**src/rtl/hier_seq_pkg.sv**
```systemverilog
// rtl/hier_seq_pkg.sv - shared types and helpers for the hierarchy fan-out sequencer
package hier_seq_pkg;

    localparam int MAX_CHILDREN = 32;
    localparam int MAX_IDX_W    = 5;

    typedef enum logic [1:0] {
        IDLE,
        DISPATCH,
        WAIT,
        FINISH
    } state_e;

    typedef enum logic {
        MODE_SEQ,
        MODE_PAR
    } mode_e;

    typedef struct packed {
        logic                 valid;
        logic [MAX_IDX_W-1:0] idx;
    } lowest_t;

    // Index of the lowest set bit; valid=0 when the mask is empty.
    function automatic lowest_t lowest_set(input logic [MAX_CHILDREN-1:0] mask);
        lowest_t r;
        r.valid = 1'b0;
        r.idx   = '0;
        for (int i = MAX_CHILDREN - 1; i >= 0; i--) begin
            if (mask[i]) begin
                r.valid = 1'b1;
                r.idx   = MAX_IDX_W'(i);
            end
        end
        return r;
    endfunction

endpackage

```
**src/rtl/hier_seq_timeout.sv**
```systemverilog
// rtl/hier_seq_timeout.sv - loadable down-counter flagging expiry of one wait
module hier_seq_timeout
    import hier_seq_pkg::*;
#(
    parameter int TMO_W = 8
) (
    input  logic             clk,
    input  logic             rst_n,
    input  logic             load,
    input  logic [TMO_W-1:0] value,
    input  logic             run,
    output logic             expired
);

    logic [TMO_W-1:0] cnt_q;
    logic [TMO_W-1:0] cnt_d;

    // Load on dispatch, count down while waiting; a zero count stays parked and never expires.
    always_comb begin
        cnt_d = cnt_q;
        if (load) begin
            cnt_d = value;
        end else if (run && (cnt_q != '0)) begin
            cnt_d = cnt_q - 1'b1;
        end
    end

    // Counter register.
    always_ff @(posedge clk) begin
        if (!rst_n) begin
            cnt_q <= '0;
        end else begin
            cnt_q <= cnt_d;
        end
    end

    // The last counting cycle is the one where the count is about to reach zero.
    assign expired = run && !load && (cnt_q == TMO_W'(1));

endmodule

```
**src/rtl/hier_fanout_sequencer.sv**
```systemverilog
// rtl/hier_fanout_sequencer.sv - root controller dispatching start pulses to child instances
module hier_fanout_sequencer
    import hier_seq_pkg::*;
#(
    parameter int NUM_CHILDREN = 5,
    parameter int IDX_W        = $clog2(NUM_CHILDREN > 1 ? NUM_CHILDREN : 2),
    parameter int TMO_W        = 8
) (
    input  logic                    clk,
    input  logic                    rst_n,
    input  logic                    start_i,
    input  logic                    mode_i,
    input  logic [NUM_CHILDREN-1:0] enable_mask_i,
    input  logic [TMO_W-1:0]        timeout_i,
    output logic [NUM_CHILDREN-1:0] child_start_o,
    input  logic [NUM_CHILDREN-1:0] child_done_i,
    output logic                    busy_o,
    output logic                    done_o,
    output logic                    error_o,
    output logic [IDX_W-1:0]        fail_idx_o,
    output logic [NUM_CHILDREN-1:0] done_mask_o
);

    localparam logic [NUM_CHILDREN-1:0] ONE = NUM_CHILDREN'(1);

    state_e                  state_q, state_d;
    mode_e                   mode_q, mode_d;
    logic [NUM_CHILDREN-1:0] pend_q, pend_d;
    logic [NUM_CHILDREN-1:0] dmask_q, dmask_d;
    logic [NUM_CHILDREN-1:0] start_q, start_d;
    logic [IDX_W-1:0]        cur_q, cur_d;
    logic [IDX_W-1:0]        fidx_q, fidx_d;
    logic [TMO_W-1:0]        tmo_q, tmo_d;
    logic                    busy_q, busy_d;
    logic                    done_q, done_d;
    logic                    err_q, err_d;

    logic [NUM_CHILDREN-1:0] active;
    logic [NUM_CHILDREN-1:0] counted;
    logic [NUM_CHILDREN-1:0] pend_next;
    logic                    wait_complete;
    logic                    tmo_expired;
    lowest_t                 pick_left;
    lowest_t                 pick_next;

    hier_seq_timeout #(
        .TMO_W (TMO_W)
    ) u_timeout (
        .clk     (clk),
        .rst_n   (rst_n),
        .load    (state_q == DISPATCH),
        .value   (tmo_q),
        .run     (state_q == WAIT),
        .expired (tmo_expired)
    );

    // Next-state logic: dispatch bookkeeping, done collection and timeout handling.
    always_comb begin
        state_d = state_q;
        mode_d  = mode_q;
        pend_d  = pend_q;
        dmask_d = dmask_q;
        cur_d   = cur_q;
        fidx_d  = fidx_q;
        tmo_d   = tmo_q;
        err_d   = err_q;
        done_d  = 1'b0;

        // Only children that were actually started and are still outstanding may complete.
        active        = (mode_q == MODE_PAR) ? pend_q : (ONE << cur_q);
        counted       = (state_q == WAIT) ? (child_done_i & active) : '0;
        pend_next     = pend_q & ~counted;
        wait_complete = (mode_q == MODE_PAR) ? (pend_next == '0) : (counted != '0);
        pick_left     = lowest_set(32'(pend_next));

        case (state_q)
            IDLE: begin
                if (start_i) begin
                    mode_d  = mode_e'(mode_i);
                    pend_d  = enable_mask_i;
                    tmo_d   = timeout_i;
                    dmask_d = '0;
                    err_d   = 1'b0;
                    fidx_d  = '0;
                    state_d = (enable_mask_i == '0) ? FINISH : DISPATCH;
                end
            end
            DISPATCH: begin
                state_d = WAIT;
            end
            WAIT: begin
                pend_d  = pend_next;
                dmask_d = dmask_q | counted;
                // A done landing on the expiry cycle still completes the wait.
                if (wait_complete) begin
                    state_d = (pend_next == '0) ? FINISH : DISPATCH;
                end else if (tmo_expired) begin
                    err_d   = 1'b1;
                    fidx_d  = (mode_q == MODE_PAR && pick_left.valid) ? IDX_W'(pick_left.idx) : cur_q;
                    state_d = FINISH;
                end
            end
            FINISH: begin
                done_d  = 1'b1;
                state_d = IDLE;
            end
            default: begin
                state_d = IDLE;
            end
        endcase

        // Start pulses are registered so they appear during the DISPATCH cycle itself.
        pick_next = lowest_set(32'(pend_d));
        start_d   = '0;
        if (state_d == DISPATCH) begin
            if (mode_d == MODE_PAR) begin
                start_d = pend_d;
            end else if (pick_next.valid) begin
                start_d = ONE << pick_next.idx;
                cur_d   = IDX_W'(pick_next.idx);
            end
        end
        busy_d = (state_d != IDLE);
    end

    // State and registered outputs.
    always_ff @(posedge clk) begin
        if (!rst_n) begin
            state_q <= IDLE;
            mode_q  <= MODE_SEQ;
            pend_q  <= '0;
            dmask_q <= '0;
            start_q <= '0;
            cur_q   <= '0;
            fidx_q  <= '0;
            tmo_q   <= '0;
            busy_q  <= 1'b0;
            done_q  <= 1'b0;
            err_q   <= 1'b0;
        end else begin
            state_q <= state_d;
            mode_q  <= mode_d;
            pend_q  <= pend_d;
            dmask_q <= dmask_d;
            start_q <= start_d;
            cur_q   <= cur_d;
            fidx_q  <= fidx_d;
            tmo_q   <= tmo_d;
            busy_q  <= busy_d;
            done_q  <= done_d;
            err_q   <= err_d;
        end
    end

    assign child_start_o = start_q;
    assign busy_o        = busy_q;
    assign done_o        = done_q;
    assign error_o       = err_q;
    assign fail_idx_o    = fidx_q;
    assign done_mask_o   = dmask_q;

endmodule

```
**config.mk**
```make
export PLATFORM = sky130hd
export DESIGN_NAME = hier_fanout_sequencer
export DESIGN_NICKNAME = d
export VERILOG_FILES = /design/src/rtl/hier_seq_pkg.sv /design/src/rtl/hier_seq_timeout.sv /design/src/rtl/hier_fanout_sequencer.sv
export SDC_FILE = /design/constraint.sdc
export NUM_CORES = 1
export LEC_CHECK = 0
export ABC_AREA = 1
export BUFFER_PORTS_ARGS = -buffer_cell sky130_fd_sc_hd__buf_2
export CORE_ASPECT_RATIO = 1.75
export CORE_MARGIN = 2
export CORE_UTILIZATION = 40
export CTS_BUF_LIST = sky130_fd_sc_hd__clkbuf_8
export DETAILED_ROUTE_END_ITERATION = 6
export PLACE_DENSITY_LB_ADDON = 0.05
export SLEW_MARGIN = 30
export SYNTH_ARGS = -nofsm -noshare
export SYNTH_HDL_FRONTEND = slang
export SYNTH_SLANG_ARGS = --single-unit
```
**constraint.sdc**
```tcl
create_clock -name clk -period 4.2 [get_ports clk]
set_input_delay 0.42 -clock clk [delete_from_list [all_inputs] [get_ports clk]]
set_output_delay 0.42 -clock clk [all_outputs]
set_load 0.005 [all_outputs]
```
==> results.yml <==
job:
  maxCapViolations: 0
placed_design:
  hpwlAfterDp_um: 4520
  place_area_um2: 2380
  io_buffers: 37
  place_congestion: 0.838
global_routing:
  track_usage_pct: 21.1
  antenna_found_initial: 0
  grt_start_max_net_pins: 23
  overflow: 0
  grt_pass1_wl_um: 9600
  grt_pass1_vias: 2103
pwr:
  p_leak_nw: 1.21
  pwr-share-seq_pct: 47.3
  finalPower_mw: 0.993
  clockPowerShare_pct: 25.2
  switching_share_pct: 35.0
  net-switching-power_mw: 0.348
  internal_power_mw: 0.645
  pwr-share-comb_pct: 27.5
  power.density_nw_per_um2: 403
  irDropWorstVdd_mv: 0.191
hold_path:
  holdPathStages: 3
  min_from: "timeout_i[3]"
  hp-class: "input port to flop"
critical_path:
  path_cells: "inv_1, nand3_1, inv_1, nand2_1, nand2_1, inv_1, nand2_1, nor2_1, nand3_1, nand2_1, inv_1, nand3_2, nor2_1, nor2_1"
  crit_type: "flop to flop"
  crit_buf_inv: 4
  crit_path_max_fanout: 20
  critPathArrivalTime_ns: 2.72
  crit_path_start: "state_q[1]"
  cp-end-kind: "flop"
  max_stage_delay_ns: 0.56
  r2r_start: "state_q[1]"
  critical_path.slowest_cell: "inv_1"
  critical_path.top_delay_family: "simple AND/OR/NAND/NOR gates"
  required_ns: 4.39
  cp.depth: 14
  reg2regPathDepth: 14
  cp-start-kind: "flop"
finish:
  postLayoutCellArea_um2: 2460
  layout_common_cells: "nand2_1, inv_1, nor2_1"
  diodes: 0
  syn2layout_area_growth_pct: 13.3
  drive_gt1_share_pct: 20.0
  final_common_cell: "nand2_1"
  finalNetCount: 373
cts:
  post_cts_resized: 0
  postCtsSetupBuffers: 0
  h-tree-depth: 2
  cts-root-buf: "clkbuf_8"
  cts_tree: "yes"
  clk_pin_slew_ns: 0.08
  clock_latency_ns: 0.29
  cts_made_buffers: 5
  cts_hold_buf: 0
  cts_sinks: 43
  clock_path_buffers: 2
logic_synthesis:
  synth.area.mux_share_pct: 0
  synth_adder_area_share_pct: 1.15
  ys.flop_type: "dfxtp_1"
  synth_top_family_by_area: "simple AND/OR/NAND/NOR gates"
  synth_area_um2: 2180
  netlist_instances: 313
  yosys.area.top_type: "dfxtp_1"
  synth_top_area_share_pct: 39.6
  synth_edf_count: 0
  synth-simple-area-share_pct: 33.1
  synthesis.nets: 337
  yosys_warnings: 0
  synth_seq_cells: 43
  syn_area_per_cell_um2: 6.95
  synth_compound_area_share_pct: 14.6
  async_flop_share_pct: 0
  yosysSeqAreaShare_pct: 39.6
  synth_cell_types: 34
  synth-xor-area-share_pct: 1.21
  synth_area_leaders: "dfxtp_1, nand2_1, nor2_1, inv_1, a21oi_1"
timing:
  rsz0062_at_grt: "no"
  period_needed_ns: 2.53
  tightest_slew_ns: 0.814
  setup-violations-final: 0
  fin_crit_sh_pct: 60.2
  hold_viol: 0
  finalClockSkew_ns: 0.00164
  fin_tns_setup_ns: 0
  worst_slew_margin_rel_pct: 45.7
  final_max_slew_viol_count: 0
  fmax_ghz: 0.396
drt:
  wl_um: 5780
  drt_first_pass_iters: 4
  num_vias: 2043
  drt-vias-per-instance: 5.04
  wire_per_inst_um: 14.3
  drc: 0
  drtAntennaViolNets: 0
  drt_iter0_drc: 46
floorplanning:
  rows: 35
  core_um2: 5260
  ioPinCount: 38
  die_width_um: 59.8
  fp.dieH_um: 102
  dieArea_um2: 6070
  start_util_pct: 41.4
run_status:
  outcome: "finished, final reports clean"
[registers in the layout, indices dropped and copies added, names as in the netlist]
signal	cells
done_o	1
cur_q	3
busy_o	1
fail_idx_o	3
tmo_q	8
error_o	1
mode_q	1
done_mask_o	5
u_timeout.cnt_q	8
pend_q	5
state_q	2
child_start_o	5
[final cells by class]
type / instances / area [µm²]
clock buffer: 5 / 68.8
clock inverter: 3 / 12.5
fill: 590 / 2790
inverter: 47 / 179
multi-input combinational: 215 / 1090
sequential: 43 / 861
tap: 55 / 68.8
timing repair buffer: 37 / 185
[Yosys cell counts, types with 2 or more instances]
cell type,count
nand2_2,9
nand2_1,68
nand3_1,16
o221ai_1,3
o211ai_1,3
a211oi_1,2
nand3_2,3
inv_2,3
ha_1,2
a21oi_1,20
nor4_1,2
a31oi_1,3
o21ai_0,16
clkbuf_1,5
nor2_4,5
dfxtp_1,43
inv_1,43
buf_6,2
nor2_1,45
xor2_1,2
nor3_1,5
[worst paths after layout]
path         slack (ns)  endpoint
max                1.67  cur_q[0]
min                0.38  tmo_q[3]
max reg2reg        1.67  cur_q[0]
min reg2reg        0.45  tmo_q[5]
[power groups by stage]
stage | Sequential, mW | Clock [mW] | Combinational [mW]
after floorplan | 0.470 | 0 | 0.214
after global placement | 0.480 | 0 | 0.274
after detailed placement | 0.480 | 0 | 0.274
after CTS | 0.470 | 0.262 | 0.276
after global routing | 0.475 | 0.272 | 0.313
final | 0.470 | 0.250 | 0.273
[cells by family after synthesis]
family          Yosys count
flops                    43
buf+inv                  55
compound gates           53
simple gates            157
fa+ha+maj                 2
xor+xnor                  3
[layer usage]
layer / part of all wire, % / track usage, % / routed length (µm) / vias up
li1: - / - / - / 1067
met1: 38 / 20.5 / 2170 / 931
met2: 57 / 40.9 / 3290 / 30
met3: 2.1 / 3.32 / 121 / 15
met4: 3.4 / 9.74 / 199 / 0
met5: 0 / 0 / 0 / -
[worst min-delay path, stage by stage]
cell     delay [ns]
buf_2          0.07
o21ai_0        0.07
nor2_1         0.08
[metrics by stage]
step	cells	hold WS (ns)	utilization [%]	worst slack [ns]
floorplan	313	0.423	-	2.54
global placement	397	0.437	45.4	1.71
detailed placement	397	0.442	45.4	1.55
CTS	405	0.385	46.9	1.69
global route	405	0.401	46.9	1.35
finish	405	0.384	46.9	1.67
Note: power is estimated with default switching activity, not from simulation.
